==> src/rtl/des_key_sched_pkg.sv <==
// Shared DES key-schedule constants: PC-1/PC-2 selection tables, shift schedule,
// controller state encoding and 28-bit rotate helpers.
package des_key_sched_pkg;

   typedef logic [1:0] state_t;

   localparam state_t S_IDLE = 2'd0;
   localparam state_t S_RUN  = 2'd1;
   localparam state_t S_DONE = 2'd2;

   // Entry n is the FIPS 46 key bit number feeding output bit n+1 of C||D.
   localparam logic [6:0] PC1 [0:55] = '{
      7'd57, 7'd49, 7'd41, 7'd33, 7'd25, 7'd17, 7'd9,
      7'd1,  7'd58, 7'd50, 7'd42, 7'd34, 7'd26, 7'd18,
      7'd10, 7'd2,  7'd59, 7'd51, 7'd43, 7'd35, 7'd27,
      7'd19, 7'd11, 7'd3,  7'd60, 7'd52, 7'd44, 7'd36,
      7'd63, 7'd55, 7'd47, 7'd39, 7'd31, 7'd23, 7'd15,
      7'd7,  7'd62, 7'd54, 7'd46, 7'd38, 7'd30, 7'd22,
      7'd14, 7'd6,  7'd61, 7'd53, 7'd45, 7'd37, 7'd29,
      7'd21, 7'd13, 7'd5,  7'd28, 7'd20, 7'd12, 7'd4
   };

   // Entry n is the C||D bit number feeding subkey bit n+1.
   localparam logic [5:0] PC2 [0:47] = '{
      6'd14, 6'd17, 6'd11, 6'd24, 6'd1,  6'd5,
      6'd3,  6'd28, 6'd15, 6'd6,  6'd21, 6'd10,
      6'd23, 6'd19, 6'd12, 6'd4,  6'd26, 6'd8,
      6'd16, 6'd7,  6'd27, 6'd20, 6'd13, 6'd2,
      6'd41, 6'd52, 6'd31, 6'd37, 6'd47, 6'd55,
      6'd30, 6'd40, 6'd51, 6'd45, 6'd33, 6'd48,
      6'd44, 6'd49, 6'd39, 6'd56, 6'd34, 6'd53,
      6'd46, 6'd42, 6'd50, 6'd36, 6'd29, 6'd32
   };

   localparam logic [1:0] SHIFTS [0:15] = '{
      2'd1, 2'd1, 2'd2, 2'd2, 2'd2, 2'd2, 2'd2, 2'd2,
      2'd1, 2'd2, 2'd2, 2'd2, 2'd2, 2'd2, 2'd2, 2'd1
   };

   function automatic logic [28:1] rotl28(input logic [28:1] v, input logic [1:0] n);
      return (n == 2'd2) ? {v[26:1], v[28:27]} : {v[27:1], v[28]};
   endfunction

   function automatic logic [28:1] rotr28(input logic [28:1] v, input logic [1:0] n);
      return (n == 2'd2) ? {v[2:1], v[28:3]} : {v[1], v[28:2]};
   endfunction

endpackage

==> src/rtl/des_pc2.sv <==
// Combinational PC-2 selection: 56-bit C||D to 48-bit round subkey.
module des_pc2
   import des_key_sched_pkg::*;
(
   input  logic [56:1] cd,
   output logic [48:1] subkey
);

   for (genvar j = 1; j <= 48; j++) begin : g_sel
      assign subkey[49 - j] = cd[57 - int'(PC2[j - 1])];
   end

endmodule

==> src/rtl/des_key_sched.sv <==
// Iterative DES key scheduler: presents K1..K16 (or K16..K1) one per
// valid/ready handshake from a single rotating C/D register pair.
module des_key_sched
   import des_key_sched_pkg::*;
(
   input  logic        clk,
   input  logic        rst_n,
   input  logic [64:1] key_in,
   input  logic        start,
   input  logic        decrypt,
   input  logic        abort,
   input  logic        subkey_ready,
   output logic        busy,
   output logic [48:1] subkey,
   output logic        subkey_valid,
   output logic [4:1]  key_idx,
   output logic        done
);

   state_t      state;
   logic [28:1] c;
   logic [28:1] d;
   logic [4:1]  cnt;
   logic        dec;
   logic [56:1] pc1_cd;
   logic [1:0]  step;
   logic        unused_parity;

   for (genvar j = 1; j <= 56; j++) begin : g_pc1
      assign pc1_cd[57 - j] = key_in[65 - int'(PC1[j - 1])];
   end

   assign unused_parity = ^{key_in[57], key_in[49], key_in[41], key_in[33],
                            key_in[25], key_in[17], key_in[9],  key_in[1]};

   // Encrypt steps toward the next key; decrypt undoes the shift of the key just shown.
   assign step = dec ? SHIFTS[4'd15 - cnt] : SHIFTS[cnt + 4'd1];

   always_ff @(posedge clk or negedge rst_n) begin
      if (!rst_n) begin
         state <= S_IDLE;
         c     <= '0;
         d     <= '0;
         cnt   <= '0;
         dec   <= 1'b0;
      end else if (abort) begin
         state <= S_IDLE;
      end else begin
         case (state)
            S_IDLE: begin
               if (start) begin
                  dec   <= decrypt;
                  cnt   <= '0;
                  state <= S_RUN;
                  if (decrypt) begin
                     c <= pc1_cd[56:29];
                     d <= pc1_cd[28:1];
                  end else begin
                     c <= rotl28(pc1_cd[56:29], SHIFTS[0]);
                     d <= rotl28(pc1_cd[28:1], SHIFTS[0]);
                  end
               end
            end
            S_RUN: begin
               if (subkey_ready) begin
                  // The 16th step wraps C/D back to their post-load value.
                  cnt <= cnt + 4'd1;
                  c   <= dec ? rotr28(c, step) : rotl28(c, step);
                  d   <= dec ? rotr28(d, step) : rotl28(d, step);
                  if (cnt == 4'd15) begin
                     state <= S_DONE;
                  end
               end
            end
            S_DONE: begin
               state <= S_IDLE;
            end
            default: begin
               state <= S_IDLE;
            end
         endcase
      end
   end

   assign busy         = (state != S_IDLE);
   assign subkey_valid = (state == S_RUN);
   assign done         = (state == S_DONE);
   assign key_idx      = dec ? (4'd15 - cnt) : cnt;

   des_pc2 u_pc2 (
      .cd     ({c, d}),
      .subkey (subkey)
   );

endmodule

==> config.mk <==
export PLATFORM = sky130hd
export DESIGN_NAME = des_key_sched
export DESIGN_NICKNAME = d
export VERILOG_FILES = /design/src/rtl/des_key_sched_pkg.sv /design/src/rtl/des_pc2.sv /design/src/rtl/des_key_sched.sv
export SDC_FILE = /design/constraint.sdc
export NUM_CORES = 1
export LEC_CHECK = 0
export CAP_MARGIN = 10
export CORE_MARGIN = 5
export CORE_UTILIZATION = 56
export DETAILED_ROUTE_END_ITERATION = 10
export PLACE_DENSITY_LB_ADDON = 0.05
export SLEW_MARGIN = 25
export SYNTH_ARGS = -nofsm -noshare
export SYNTH_HDL_FRONTEND = slang
export SYNTH_SLANG_ARGS = --single-unit
==> constraint.sdc <==
create_clock -name clk -period 6.9 [get_ports clk]
set_input_delay 1.725 -clock clk [delete_from_list [all_inputs] [get_ports clk]]
set_output_delay 1.725 -clock clk [all_outputs]
set_load 0.01 [all_outputs]
==> results of run 1 <==
-- cells by family (layout without fill, tap and decap cells) --
| family | count (synthesis) | after routing |
|---|---|---|
| xor+xnor | 4 | 4 |
| compound gates | 124 | 124 |
| buf+inv | 100 | 142 |
| simple gates | 88 | 88 |
| mux | 169 | 169 |
| fa+ha+maj | 6 | 6 |
| flops | 63 | 63 |
-- state kept, by name, indices dropped and copies added, names as in the netlist --
register and cells:
dec 1, c 28, cnt 4, state 2
d 28
-- how the worst min path moves through the flow --
stage	slack, ns	depth (start not counted)	startpoint	end
after floorplan	0.48	1	state[1]	state[0]
after global placement	0.57	1	c[20]	c[21]
after detailed placement	0.59	1	c[20]	c[21]
after CTS	0.60	1	state[1]	state[0]
after global routing	0.62	1	state[1]	state[0]
final	0.59	1	state[1]	state[0]
-- synth_stat cells (all sizes together) --
cell type  count
or2            1
a211o          1
buf           81
nor4           2
nor2b          1
inv            4
nor3b          2
and4bb         1
o41ai          1
nand2b         3
or4            1
nand3          3
clkbuf        15
nand4          1
a21boi         1
o21ai         59
o31a           1
o21a           1
mux2           2
a221o         55
nor3           4
dfrtp         63
nand2          9
xor2           4
nor2          59
o2bb2ai        1
o31ai          1
a22o           1
ha             6
and3b          1
a211oi         2
mux2i        167
-- stage by stage --
step	utilization (%)	hold slack, ns	total power, mW	std cells
6_report	67.67	0.5933	1.863	725
5_1_grt	67.67	0.6246	1.997	725
4_1_cts	67.67	0.6007	1.872	725
3_5_place_dp	65.77	0.5894	1.567	710
3_3_place_gp	65.77	0.5662	1.542	710
2_1_floorplan	-	0.4796	1.302	554
-- critical path: stages (launching register included) --
cell	delay [ns]
dfrtp_1	0.46
nand2b_1	0.22
inv_2	0.06
buf_4	0.52
clkdlybuf4s50_1	0.66
-- per-layer routing --
metal | vias up | wire length (um)
met5 | - | 0
met4 | 0 | 122
met3 | 11 | 896
met2 | 155 | 6293
met1 | 2171 | 6184
li1 | 2103 | -
-- report_power, final --
part	internal, mW	switching, mW
clock network	0.162	0.140
registers	0.495	0.224
logic	0.491	0.351
-- cell type report --
type,count,area share (%)
Tap cell,129,2.557
Clock buffer,10,2.022
Clock inverter,5,0.7929
Timing Repair Buffer,123,19.11
Inverter,4,0.2379
Multi-Input combinational cell,391,50.31
Sequential cell,63,24.98
-- placed cells by master, fill, tap and decap left out, types with 6 or more instances in the layout --
master,instances
a221o_1,55
ha_1,6
clkdlybuf4s50_1,114
o21ai_1,9
mux2i_1,167
dfrtp_1,63
o21ai_0,50
nand2_1,9
clkbuf_8,9
nor2_1,58
buf_4,8
==> results_dict.tcl, run 1 <==
set metrics [dict create \
    post-route-min-period_ns 3.982 \
    setup_viol 0 \
    synth_warnings 0 \
    outcome "finished, final reports clean" \
    drt_iter0_drc 219 \
    coreArea_sq_um 9328 \
    cp.required_ns 5.18 \
    synth-compound-area-share_pct 17.27 \
    grtUsageMet3_pct 4.597 \
    track_usage_pct 23.38 \
    die_w_um 108.3 \
    use_met1_pct 33.00 \
    critPathCaptureType "primary output" \
    final_cell_area_sq_um 6312 \
    vias 4440 \
    synth_seq_area_share_pct 29.13 \
    irDropWorstVdd_mv 0.1476 \
    numPortBuffers 116 \
    synth_cell_types 38 \
    synth_top_family_by_area "multiplexers" \
    r2r-end "c[13]" \
    multi_input_area_sq_um 3176 \
    ys_top_cells_by_area "mux2i_1 31%, dfrtp_1 29%, a221o_1 10%, buf_4 7.2%, o21ai_0 4.6%" \
    worstSetupStartpointType "register" \
    worstSetupPathType "register to primary output" \
    dieArea_sq_um 11730 \
    syn-mean-instance-area_sq_um 9.770 \
    viasPerCell 6.124 \
    hold_violations 0 \
    synth_mux_area_share_pct 31.30 \
    nets 668 \
    grt_max_degree 64 \
    antenna_found_initial 0 \
    path_clk_slew_ns 0.07 \
    post-route-period-util_pct 57.71 \
    cts_tree "yes" \
    cts_hold_buf 0 \
    place_ws_ns 2.692 \
    cts.sinks 63 \
    num-fill-cells 798 \
    final-seq-area_sq_um 1577 \
    worst-path-max-fanout 59 \
    synthXorXnorAreaFrac_pct 0.6472 \
    ant_nets 0 \
    numCtsBuffers 9 \
    synth.top_cell.area_share_pct 30.88 \
    clock.fmax_mhz 251.1 \
    die-height_um 108.3 \
    insertion_delay_ns 0.33 \
    cp.arrival_ns 2.26 \
    r2r_setup_slack_ns 4.00 \
    clk_path_buf_depth 2 \
    tightest_slew_ns 1.024 \
    synth_fa_ha_area_share_pct 1.387 \
    crit_start "state[1]" \
    cts_resized 0 \
    wire_per_inst_um 18.62 \
    hp-class "register to register" \
    syn_nets 630 \
    slew_headroom_pct 31.71 \
    yosys.area_share.simple_pct 7.282 \
    synth_cells 554 \
    grt_pass1_wl_um 22470 \
    drc 0 \
    cts_root_buf "clkbuf_8" \
    grt_pass1_vias 4443 \
    routed_wl_um 13500 \
    netlist_area_sq_um 5413 \
    p_leak_nw 2.944 \
    critical_path.endpoint "subkey_valid" \
    place_congestion 0.7808 \
    rsz0062_at_grt "no" \
    r2r_start "cnt[2]" \
    final_layout_size_suffix_gt1_share_pct 5.705 \
    dp_hpwl_um 8557 \
    cts_setup_buffers 0 \
    drt_pass1_iterations 4 \
    grt_remaining_overflow 0 \
    synth_largest_area_cell "mux2i_1" \
    cts-htree-levels 3 \
    ioPinCount 125 \
    ys_ff_latch 63 \
    postLayoutSetupSlackWorst_ns 2.918 \
    syn_to_final_growth_pct 16.62 \
    grt_busiest_layer "met2" \
    drv_slew 0 \
    power.density_nw_per_um2 295.1 \
    row_count 35 \
    finClkSkew_ns 0.007207 \
    insertedDiodeCount 0 \
    grt_util_met2_pct 37.03 \
    setup_tns_ns 0 \
    reg2regPathDepth 7 \
    start_util_pct 58.03 \
    max_cap_viol_count 0 \
    place_area_sq_um 6135 \
]
Power figures use the tool's default switching activity.
==> inputs of run 2 (changes only) <==
CORE_UTILIZATION = 52   (was 56)
clock period = 3.8 ns   (was 6.9 ns; I/O delays follow)
==> run 2 against run 1 <==
Non-clock buffer count increased by 3. Global-route usage decreased by 1.9 points. Critical path type is now register to register. Clock skew increased by 0.0063 ns. First-iteration DRC count increased by 18%. Sequential cell count unchanged.
==> results_dict.tcl, run 2 (synthesis gave the netlist of run 1 again) <==
set metrics [dict create \
    outcome "finished, final reports clean" \
    multi_input_area_sq_um 3176 \
    row_count 37 \
    path_buf_inv 2 \
    wire_per_inst_um 18.38 \
    reg2regPathDepth 7 \
    syn_to_final_growth_pct 19.09 \
    cpPeakStageDelay_ns 0.58 \
    use_met1_pct 31.26 \
    grt_util_met2_pct 32.37 \
    cts.sinks 63 \
    irDropWorstVdd_mv 0.2264 \
    reg.largest.list "c x28, d x28, cnt x4" \
    finClkSkew_ns 0.01346 \
    cts_hold_buf 0 \
    viasPerCell 5.943 \
    insertedDiodeCount 0 \
    crit_slowest_cell "nor4_1" \
    max_cap_viol_count 0 \
    rsz0062_at_grt "no" \
    power.density_nw_per_um2 539.0 \
    clk_path_buf_depth 2 \
    setup_tns_ns 0 \
    holdPathStages 1 \
    insertion_delay_ns 0.34 \
    tightest_slew_ns 0.8355 \
    final_cell_area_sq_um 6446 \
    drv_slew 0 \
    post-route-min-period_ns 2.828 \
    r2r_setup_slack_ns 0.97 \
    die-height_um 112.0 \
    crit_chain "inv_1, ha_1, nor4_1, nor3_1, nor2_4, buf_4, a221o_1" \
    hp-class "register to register" \
    slew_headroom_pct 44.30 \
    cts_tree "yes" \
    final-seq-area_sq_um 1577 \
    path_clk_slew_ns 0.08 \
    drt_pass1_iterations 4 \
    cts_resized 0 \
    dieArea_sq_um 12550 \
    numCtsBuffers 9 \
    place_congestion 0.8010 \
    cp.arrival_ns 3.10 \
    numPortBuffers 116 \
    hold_ws_ns 0.5904 \
    hold_end "state[0]" \
    hold_violations 0 \
    num-fill-cells 909 \
    drc 0 \
    die_w_um 112.0 \
    final_layout_size_suffix_gt1_share_pct 6.000 \
    routed_wl_um 13530 \
    setup_viol 0 \
    mostFrequentLayoutCells "167 x mux2i_1, 114 x clkdlybuf4s50_1, 63 x dfrtp_1" \
    antenna_found_initial 0 \
    clock.fmax_mhz 353.6 \
    cts_setup_buffers 0 \
    grt_pass1_wl_um 22600 \
    grt_pass1_vias 4402 \
    worstSetupPathType "register to register" \
    critPathCaptureType "register" \
    grt_remaining_overflow 0 \
    post-route-period-util_pct 74.43 \
    start_util_pct 52.90 \
    p_total_mw 3.475 \
    r2r_start "cnt[2]" \
    coreArea_sq_um 10230 \
    critPathTopFamily "simple AND/OR/NAND/NOR gates" \
    ant_nets 0 \
    nets 671 \
    mostFrequentLayoutCell "mux2i_1" \
    cp.required_ns 4.07 \
    drt_iter0_drc 259 \
    p_leak_nw 2.991 \
    cts_root_buf "clkbuf_8" \
    grtUsageMet3_pct 5.067 \
    track_usage_pct 21.46 \
    ioPinCount 125 \
    grt_max_degree 64 \
    hp-start "state[1]" \
    place_area_sq_um 6241 \
    worst-path-max-fanout 48 \
    r2r-end "d[1]" \
    dp_hpwl_um 8924 \
    cts-htree-levels 3 \
    worstSetupStartpointType "register" \
    vias 4374 \
    grt_busiest_layer "met2" \
]
-- run 2: cell types whose count changed in the layout (fill, tap and decap cells not counted), sizes merged --
cell    previous run  this run
bufinv             1         2
clkinv             4         2
clkbuf            10        12
buf                9        12
-- run 2: worst max-delay path by stage --
stage                       startpoint     to  slack [ns]  depth (start not counted)
after floorplan                decrypt  d[23]        1.41                          8
after global placement    subkey_ready   d[4]        0.67                          7
after detailed placement  subkey_ready   d[4]        0.63                          7
after CTS                       cnt[2]  d[21]        0.98                          7
after global routing            cnt[2]   d[1]        0.73                          7
final                           cnt[2]   d[1]        0.97                          7
-- run 2: per-stage QoR --
stage,utilization (%),worst slack (ns),cells
floorplan,-,1.414,554
global placement,61.00,0.6651,720
detailed placement,61.00,0.6336,720
CTS,63.01,0.9750,736
global route,63.01,0.7255,736
finish,63.01,0.9717,736
-- run 2: layer usage --
| metal | share of wire (%) | vias to the layer above |
|---|---|---|
| met5 | 0 | - |
| met4 | 0.95 | 0 |
| li1 | - | 2105 |
| met1 | 49 | 2126 |
| met3 | 5.8 | 9 |
| met2 | 44 | 134 |
-- run 2: power by group --
group          leakage (nW)  total [mW]  switching, mW  internal, mW
Sequential            0.763        1.30          0.406         0.898
Clock                 0.104       0.633          0.264         0.369
Combinational          2.12        1.54          0.636         0.902
-- run 2: area by class of cell --
class,count,share of cell area [%]
clock buffers,12,2.096
clock inverters,4,1.087
inverters,4,0.2329
multi-input cells,391,49.26
flip-flops and latches,63,24.46
well taps,136,2.640
repair buffers,126,20.23
==> inputs of run 3 (changes only) <==
clock period = 2.87 ns   (was 3.8 ns; I/O delays follow)
==> run 3 against run 2 <==
Final cell count increased by 1.6%. Clock skew shrank 0.0045 ns. Critical path depth unchanged. Non-clock buffer count is 11 higher. Sequential cell count is the same. Register-to-register slack worse by 0.67 ns. Global-route usage up 0.61 points. Via count rose by 2.9%. Clock power increased by 41%. Critical path type unchanged. Critical endpoint is now c[9]. Largest power group unchanged.
==> results_dict.tcl, run 3 (synthesis gave the netlist of run 1 again) <==
set metrics [dict create \
    viasPerCell 6.020 \
    irDropWorstVdd_mv 0.3148 \
    numCtsBuffers 9 \
    dp_hpwl_um 9183 \
    grt_pass1_vias 4376 \
    grt_remaining_overflow 0 \
    cts_hold_buf 0 \
    vias 4503 \
    insertedDiodeCount 0 \
    switching_share_pct 37.34 \
    dieArea_sq_um 12550 \
    die-height_um 112.0 \
    hp-class "input pin to async pin" \
    cts_root_buf "clkbuf_8" \
    mostFrequentLayoutCell "mux2i_1" \
    hold_violations 0 \
    die_w_um 112.0 \
    cp.required_ns 3.15 \
    instances_no_fill 748 \
    finClkSkew_ns 0.008948 \
    syn_to_final_growth_pct 21.87 \
    track_usage_pct 22.07 \
    p_leak_nw 3.073 \
    cts_resized 0 \
    power.density_nw_per_um2 711.3 \
    clk_path_buf_depth 2 \
    p_clk_share_pct 19.0 \
    ioPinCount 125 \
    rsz0062_at_grt "no" \
    critPathCaptureType "register" \
    drt_iter0_drc 284 \
    cts.sinks 63 \
    place_congestion 0.7991 \
    ant_nets 0 \
    clock.fmax_mhz 388.7 \
    antenna_found_initial 0 \
    cts-htree-levels 3 \
    p_int_mw 2.940 \
    num-fill-cells 897 \
    cts_setup_buffers 0 \
    grt_pass1_wl_um 22960 \
    nets 683 \
    outcome "finished, final reports clean" \
    coreArea_sq_um 10230 \
    worstSetupPathType "register to register" \
    setup_viol 0 \
    row_count 37 \
    max_cap_viol_count 0 \
    worst-path-max-fanout 28 \
    hold_ws_ns 0.3608 \
    insertion_delay_ns 0.34 \
    setup_tns_ns 0 \
    cts_tree "yes" \
    p_comb_share_pct 44.2 \
    grt_max_degree 64 \
    slew_headroom_pct 52.20 \
    cp.arrival_ns 2.85 \
    drv_slew 0 \
    reg.largest.list "c x28, d x28, cnt x4" \
    final_layout_size_suffix_gt1_share_pct 8.170 \
    seq_power_share_pct 36.8 \
    path_clk_slew_ns 0.07 \
    routed_wl_um 13940 \
    wire_per_inst_um 18.64 \
    numPortBuffers 116 \
    start_util_pct 52.90 \
    post-route-period-util_pct 89.64 \
    p_sw_mw 1.752 \
    mostFrequentLayoutCells "167 x mux2i_1, 114 x clkdlybuf4s50_1, 63 x dfrtp_1" \
    drt_pass1_iterations 4 \
    worstSetupStartpointType "register" \
    drc 0 \
    place_inst 731 \
    tightest_slew_ns 0.7163 \
    post-route-min-period_ns 2.573 \
]
[run 3: cell type report]
class / count / area [sq um] / area share [%]
multi-input cells: 392 / 3187 / 48.31
inverters: 4 / 15.01 / 0.2276
flip-flops and latches: 63 / 1577 / 23.90
clock buffers: 13 / 158.9 / 2.409
repair buffers: 137 / 1424 / 21.59
well taps: 136 / 170.2 / 2.580
clock inverters: 3 / 65.06 / 0.9863
[run 3: critical path, cell delays in order, from the launching register on]
cell,delay [ns]
dfrtp_1,0.46
ha_1,0.35
or4_4,0.55
o41ai_2,0.11
nor3_2,0.17
nor2_4,0.44
buf_12,0.25
a221o_1,0.16
[run 3: metrics by stage]
step | cell area (sq um) | power, mW | util (%) | setup WS [ns]
final | 6596 | 4.692 | 64.47 | 0.2973
after detailed placement | 6361 | 3.804 | 62.17 | 0.1030
after global routing | 6596 | 5.001 | 64.47 | 0.1682
after global placement | 6361 | 3.758 | 62.17 | 0.1330
after CTS | 6585 | 4.710 | 64.36 | 0.1438
after floorplan | 5413 | 3.131 | - | 0.6662
[run 3: final timing paths]
kind                       depth (start not counted)       end  slack, ns     start
setup / recovery                                   7      c[9]       0.30    cnt[1]
hold / removal                                     2    cnt[3]       0.36     rst_n
setup reg to reg                                   7      c[9]       0.30    cnt[1]
hold reg to reg                                    1  state[0]       0.59  state[1]
max in group asynchronous                          2      d[6]       2.20     rst_n
min in group clk                                   1  state[0]       0.59  state[1]
[run 3: metal layers]
metal | track usage, % | vias up | share of wire [%]
met5 | 0 | - | 0
met4 | 7.452 | 0 | 1.2
met3 | 3.881 | 12 | 5.5
met2 | 32.61 | 141 | 45
met1 | 32.68 | 2218 | 48
li1 | - | 2132 | -
[run 3: power by group through the flow]
stage	registers (mW)	clock network (mW)	logic, mW
after floorplan	1.55	0	1.59
after global placement	1.72	0	2.04
after detailed placement	1.73	0	2.08
after CTS	1.72	0.906	2.08
after global routing	1.80	0.941	2.26
final	1.73	0.890	2.07
